[src/rtl/pwm_capture.sv]
// PWM period / high-time capture with an Avalon-MM slave register interface.
//
// Ports:
//   clk         system clock, everything is clocked on the rising edge
//   reset_n     synchronous active-low reset
//   pwm_in      external PWM pin, asynchronous to clk
//   chipselect  Avalon-MM slave select
//   address     word register index (0 PERIOD, 1 HIGH, 2 CTRL/STATUS, 3 TIMEOUT)
//   read        read strobe (read latency 1)
//   write       write strobe
//   writedata   write data
//   readdata    registered read data
//   irq         level interrupt, IRQ_EN & (VALID | TOUT), registered
//
// CTRL/STATUS bits: 0 EN, 1 IRQ_EN, 2 VALID (RO), 3 TOUT (W1C), 4 OVR (W1C),
// 5 LEVEL (RO, synchronized pin level).
module pwm_capture #(
  parameter int unsigned CNT_W       = 32,
  parameter logic [31:0] TIMEOUT_RST = 32'd50_000_000
) (
  input  logic        clk,
  input  logic        reset_n,
  input  logic        pwm_in,
  input  logic        chipselect,
  input  logic [1:0]  address,
  input  logic        read,
  input  logic        write,
  input  logic [31:0] writedata,
  output logic [31:0] readdata,
  output logic        irq
);

  localparam int unsigned DATA_W = 32;

  typedef enum logic [1:0] {
    IDLE = 2'd0,
    ARM  = 2'd1,
    MEAS = 2'd2
  } state_t;

  state_t              state;
  logic                s1, s2, s3;
  logic [CNT_W-1:0]    per_cnt;
  logic [CNT_W-1:0]    hi_cnt;
  logic [CNT_W-1:0]    period_r;
  logic [CNT_W-1:0]    high_r;
  logic [DATA_W-1:0]   timeout;
  logic                en, irq_en, valid, tout, ovr;

  logic                rise;
  logic                wr_en;
  logic                rd_en;
  logic [CNT_W-1:0]    per_inc;
  logic [DATA_W-1:0]   status;

  assign rise    = s2 & ~s3;
  assign wr_en   = chipselect & write;
  assign rd_en   = chipselect & read;
  assign per_inc = per_cnt + CNT_W'(1);
  assign status  = {26'd0, s2, ovr, tout, valid, irq_en, en};

  // Pin synchronizer plus delay flop for edge detection.
  always_ff @(posedge clk) begin
    if (!reset_n) begin
      s1 <= 1'b0;
      s2 <= 1'b0;
      s3 <= 1'b0;
    end else begin
      s1 <= pwm_in;
      s2 <= s1;
      s3 <= s2;
    end
  end

  // Register file and measurement FSM. The FSM section comes last so that a
  // latch or timeout setting a flag overrides a same-cycle clear from the bus.
  always_ff @(posedge clk) begin
    if (!reset_n) begin
      state    <= IDLE;
      per_cnt  <= '0;
      hi_cnt   <= '0;
      period_r <= '0;
      high_r   <= '0;
      timeout  <= TIMEOUT_RST;
      en       <= 1'b0;
      irq_en   <= 1'b0;
      valid    <= 1'b0;
      tout     <= 1'b0;
      ovr      <= 1'b0;
    end else begin
      if (wr_en) begin
        case (address)
          2'd2: begin
            en     <= writedata[0];
            irq_en <= writedata[1];
            if (writedata[3]) tout <= 1'b0;
            if (writedata[4]) ovr  <= 1'b0;
          end
          // A zero timeout would never match, so it is stored as 1.
          2'd3: timeout <= (writedata == '0) ? DATA_W'(1) : writedata;
          default: ;
        endcase
      end

      if (rd_en && address == 2'd0) valid <= 1'b0;

      if (!en) begin
        state   <= IDLE;
        per_cnt <= '0;
        hi_cnt  <= '0;
      end else begin
        case (state)
          IDLE: begin
            state   <= ARM;
            per_cnt <= '0;
            hi_cnt  <= '0;
          end

          ARM: begin
            if (rise) begin
              state   <= MEAS;
              per_cnt <= '0;
              hi_cnt  <= CNT_W'(1);
            end
          end

          MEAS: begin
            if (rise) begin
              // The rise cycle itself opens the next period, hence +1 / restart at 1.
              period_r <= per_inc;
              high_r   <= hi_cnt;
              if (valid) ovr <= 1'b1;
              valid    <= 1'b1;
              per_cnt  <= '0;
              hi_cnt   <= CNT_W'(1);
            end else if (DATA_W'(per_inc) == timeout) begin
              // No edge: report a static level (0% or 100% duty).
              period_r <= '0;
              high_r   <= s2 ? '1 : '0;
              tout     <= 1'b1;
              valid    <= 1'b1;
              state    <= ARM;
              per_cnt  <= '0;
              hi_cnt   <= '0;
            end else begin
              per_cnt <= per_inc;
              if (s2) hi_cnt <= hi_cnt + CNT_W'(1);
            end
          end

          default: begin
            state   <= IDLE;
            per_cnt <= '0;
            hi_cnt  <= '0;
          end
        endcase
      end
    end
  end

  // Read data port and interrupt.
  always_ff @(posedge clk) begin
    if (!reset_n) begin
      readdata <= '0;
      irq      <= 1'b0;
    end else begin
      irq <= irq_en & (valid | tout);
      if (rd_en) begin
        case (address)
          2'd0:    readdata <= DATA_W'(period_r);
          2'd1:    readdata <= DATA_W'(high_r);
          2'd2:    readdata <= status;
          default: readdata <= timeout;
        endcase
      end
    end
  end

endmodule
[config.mk]
export PLATFORM = sky130hd
export DESIGN_NAME = pwm_capture
export DESIGN_NICKNAME = d
export VERILOG_FILES = /design/src/rtl/pwm_capture.sv
export SDC_FILE = /design/constraint.sdc
export NUM_CORES = 1
export LEC_CHECK = 0
export BUFFER_PORTS_ARGS = -buffer_cell sky130_fd_sc_hd__buf_4
export CELL_PAD_IN_SITES_DETAIL_PLACEMENT = 0
export CELL_PAD_IN_SITES_GLOBAL_PLACEMENT = 2
export CORE_UTILIZATION = 40
export DETAILED_ROUTE_END_ITERATION = 8
export GPL_TIMING_DRIVEN = 0
export PLACE_DENSITY = 0.87
export SYNTH_ARGS = -nofsm -noshare
export SYNTH_HDL_FRONTEND = slang
export SYNTH_SLANG_ARGS = --single-unit
[constraint.sdc]
create_clock -name clk -period 12.83 [get_ports clk]
set_clock_uncertainty 0.05 [all_clocks]
set_input_delay 3.849 -clock clk [delete_from_list [all_inputs] [get_ports clk]]
set_output_delay 3.849 -clock clk [all_outputs]
set_load 0.01 [all_outputs]
==> key figures <==
Outcome
  – Status: finished clean

Power and ir drop
  – Pwr/cell area: 112 mW/mm^2
  – Leakage power: 4.71 nW
  – Max rail drop VDD: 0.0000776 V

Logic synthesis
  – Synth Area in XOR/XNOR: 5.26%
  – Post-Synth Simple-Gate Area: 28.3%
  – Net Count, Synth: 1403
  – Post-synth EDFFs: 0
  – Post-synth ARST share: 0%
  – Synth cell count leaders: dfxtp_1 (203), nand2_1 (183), nand3_1 (111)
  – Synth unique cells: 74
  – Dominant cells by area after synthesis: dfxtp_1 (37%), nand2_1 (6.2%), nand3_1 (5.0%)
  – Post-synthesis cell count: 1357
  – Synth Flop Type: dfxtp_1
  – Synth Area in Adders: 0.680%
  – Yosys top cell area share: 36.8%
  – Seq/Total Area, Yosys: 36.8%
  – Count leader, synth: dfxtp_1
  – Largest family of logic cells by synthesized area: simple AND/OR/NAND/NOR gates
  – Avg Cell Area, Syn: 8.14 sq um
  – Cell Area, Synth: 0.0110 sq mm
  – Synth warn: 0
  – Dominant cell type by area after synthesis: dfxtp_1
  – #FFs+latches synth: 203
  – Compound-Gate Fraction of Synth Area: 19.7%
  – Multiplexer share of the synthesized area: 4.42%

Detailed routing
  – Iter 0 DRT Violations: 1074
  – Via count: 10900
  – Met2 Wirelength: 17.4 mm
  – Routed wire length: 41.3 mm
  – Routed len/inst: 22.8 um
  – # DRC: 0
  – DRT met1 WL: 19.5 mm
  – Routed Antenna Nets: 0
  – WL met3: 3.08 mm
  – Routed vias/inst: 5.99
  – Highest metal used: met4
  – DRT Pass-1 Iters: 5

Clocking
  – Worst-skew pair later-pin latency: 550 ps
  – CTS resizes: 0
  – Hold Buf Count CTS: 0
  – Setup repair bufs after CTS: 0
  – CTS tree: done
  – Clock slew at reported path FFs: 60 ps
  – Clk buf depth: 3
  – CTS H-tree lvls: 1
  – TritonCTS Buffers: 25
  – Clock root cell: clkbuf_16
  – Clock sinks: 203

GRT
  – Vias in the first global route: 10300
  – Initial antenna violation count: 0
  – Largest net degree at the start of global routing: 14
  – First-pass GRT wire length: 62.4 mm
  – GR Overflow Total: 0
  – Gr usage total: 29.0%

Cells and area
  – Layout cells sized above 1: 9.58%
  – Non-filler instance count after layout: 1813
  – Final Util: 47.4%
  – Nets: 1499
  – P&R area growth vs syn: 15.9%
  – # diodes: 0

Timing
  – Setup TNS: 0 ps
  – Worst setup margin: 6860 ps
  – Worst Max-Slew Pin Slew: 1140 ps
  – Fin Hold WS: 384 ps
  – Final hold vios: 0
  – Final period util: 46.5%
  – RSZ-0062 raised after global routing: false
  – # setup viols final: 0
  – Slew HR: 24.2%
  – Max frequency: 168 MHz
  – Post-layout min period: 5970 ps
  – Slew Viols, Final: 0

Place
  – Buffers on Ports: 69
  – Placed cell count: 1767
  – GP Congestion: 0.995
  – Detail Placement HPWL: 31.8 mm
  – Dpl ws: 6400 ps

Min path
  – Worst hold path type: flop to flop
  – WHS Path Cells: 1

Floorplan
  – Initial Utilization: 40.9%
  – Core Footprint: 0.0270 sq mm
  – Full die area: 0.0283 sq mm
  – Row count: 60
  – Die Wd: 168 um
  – IO Count: 73
  – Die span in y: 168 um

Setup path
  – CP Data Required Time: 13190 ps
  – Critical Path AT: 6320 ps
  – Crit path capture type: flop
  – Setup crit start kind: flop
  – CP Max Fanout: 10
  – FF-to-FF path depth: 12
  – Worst Setup Path Type: flop to flop

Job
  – Max cap viols: 0
==> cells in the final DEF (no fill, tap or decap), drive strengths merged, types with 5 or more instances in the layout <==
cell type and instances:
dfxtp 203, nand2 183, clkbuf 137, nand3 112
nor2 99, buf 90, o31ai 42, a21oi 40
nand4 38, mux2i 33, o211ai 33, xnor2 32
xor2 29, a21boi 29, nor3 28, o211a 27
o21ai 26, and3 24, nor4 24, or4 20
or3 19, and2 19, a22o 18, o2bb2ai 16
inv 15, o2111ai 14, nand2b 12, a31oi 12
nor2b 10, and4 6, nor3b 6, mux4 6
ha 6, a22oi 5, clkinv 5
==> registers in the layout (all words and copies together), names as in the netlist <==
name and count:
irq_en 1, tout 1, s2 1, per_cnt 32
timeout 32, irq 1, ovr 1, en 1
readdata 32, s1 1, s3 1, period_r 32
high_r 32, hi_cnt 32, valid 1, state 2
==> critical path, cell delays in order (launching register included) <==
cell and delay [ps]:
dfxtp_1 320, clkbuf_1 370, nand3_1 270, nor4_1 930
and2_1 340, o211ai_1 130, or4b_1 460, or4_1 580
o41ai_4 580, nor2_1 400, o21ai_0 630, clkbuf_1 630
nor2_1 120
==> layout make-up <==
| cell class | count | area (sq um) |
|---|---|---|
| fillers | 2764 | 14200 |
| repair buffers | 69 | 518 |
| multi-input cells | 1019 | 6450 |
| flip-flops and latches | 203 | 4060 |
| clock inverters | 8 | 82.6 |
| inverters | 14 | 52.6 |
| plain buffers | 121 | 478 |
| clock buffers | 38 | 734 |
| well taps | 341 | 427 |
==> worst paths after layout <==
path / startpoint / endpoint / slack, ps
hold reg to reg: s1 / s2 / 380
hold / removal: s1 / s2 / 380
setup / recovery: per_cnt[14] / per_cnt[12] / 6860
setup reg to reg: per_cnt[14] / per_cnt[12] / 6860
==> kinds of logic after synthesis <==
logic type,Yosys count
XOR/XNOR,63
AO/OA/AOI/OAI,290
adder cells (fa/ha/maj),6
AND/OR/NAND/NOR,619
multiplexers,41
buffers and inverters,135
flip-flops,203
==> power breakdown <==
| group | switching [mW] | internal (mW) |
|---|---|---|
| logic | 0.0489 | 0.0323 |
| registers | 0.00957 | 0.639 |
| clock network | 0.291 | 0.416 |
| total | 0.350 | 1.09 |
==> layer usage <==
metal / global-route usage, % / vias up
li1: - / 5156
met1: 42.1 / 5219
met2: 43.9 / 427
met3: 4.25 / 64
met4: 9.68 / 0
met5: 0 / -
==> stage by stage <==
step	power (mW)	cell area (sq um)
finish	1.44	12800
global route	1.48	12800
CTS	1.44	12800
detailed placement	0.742	12000
global placement	0.741	12000
floorplan	0.701	11000
(Power assumes the default switching activity.)
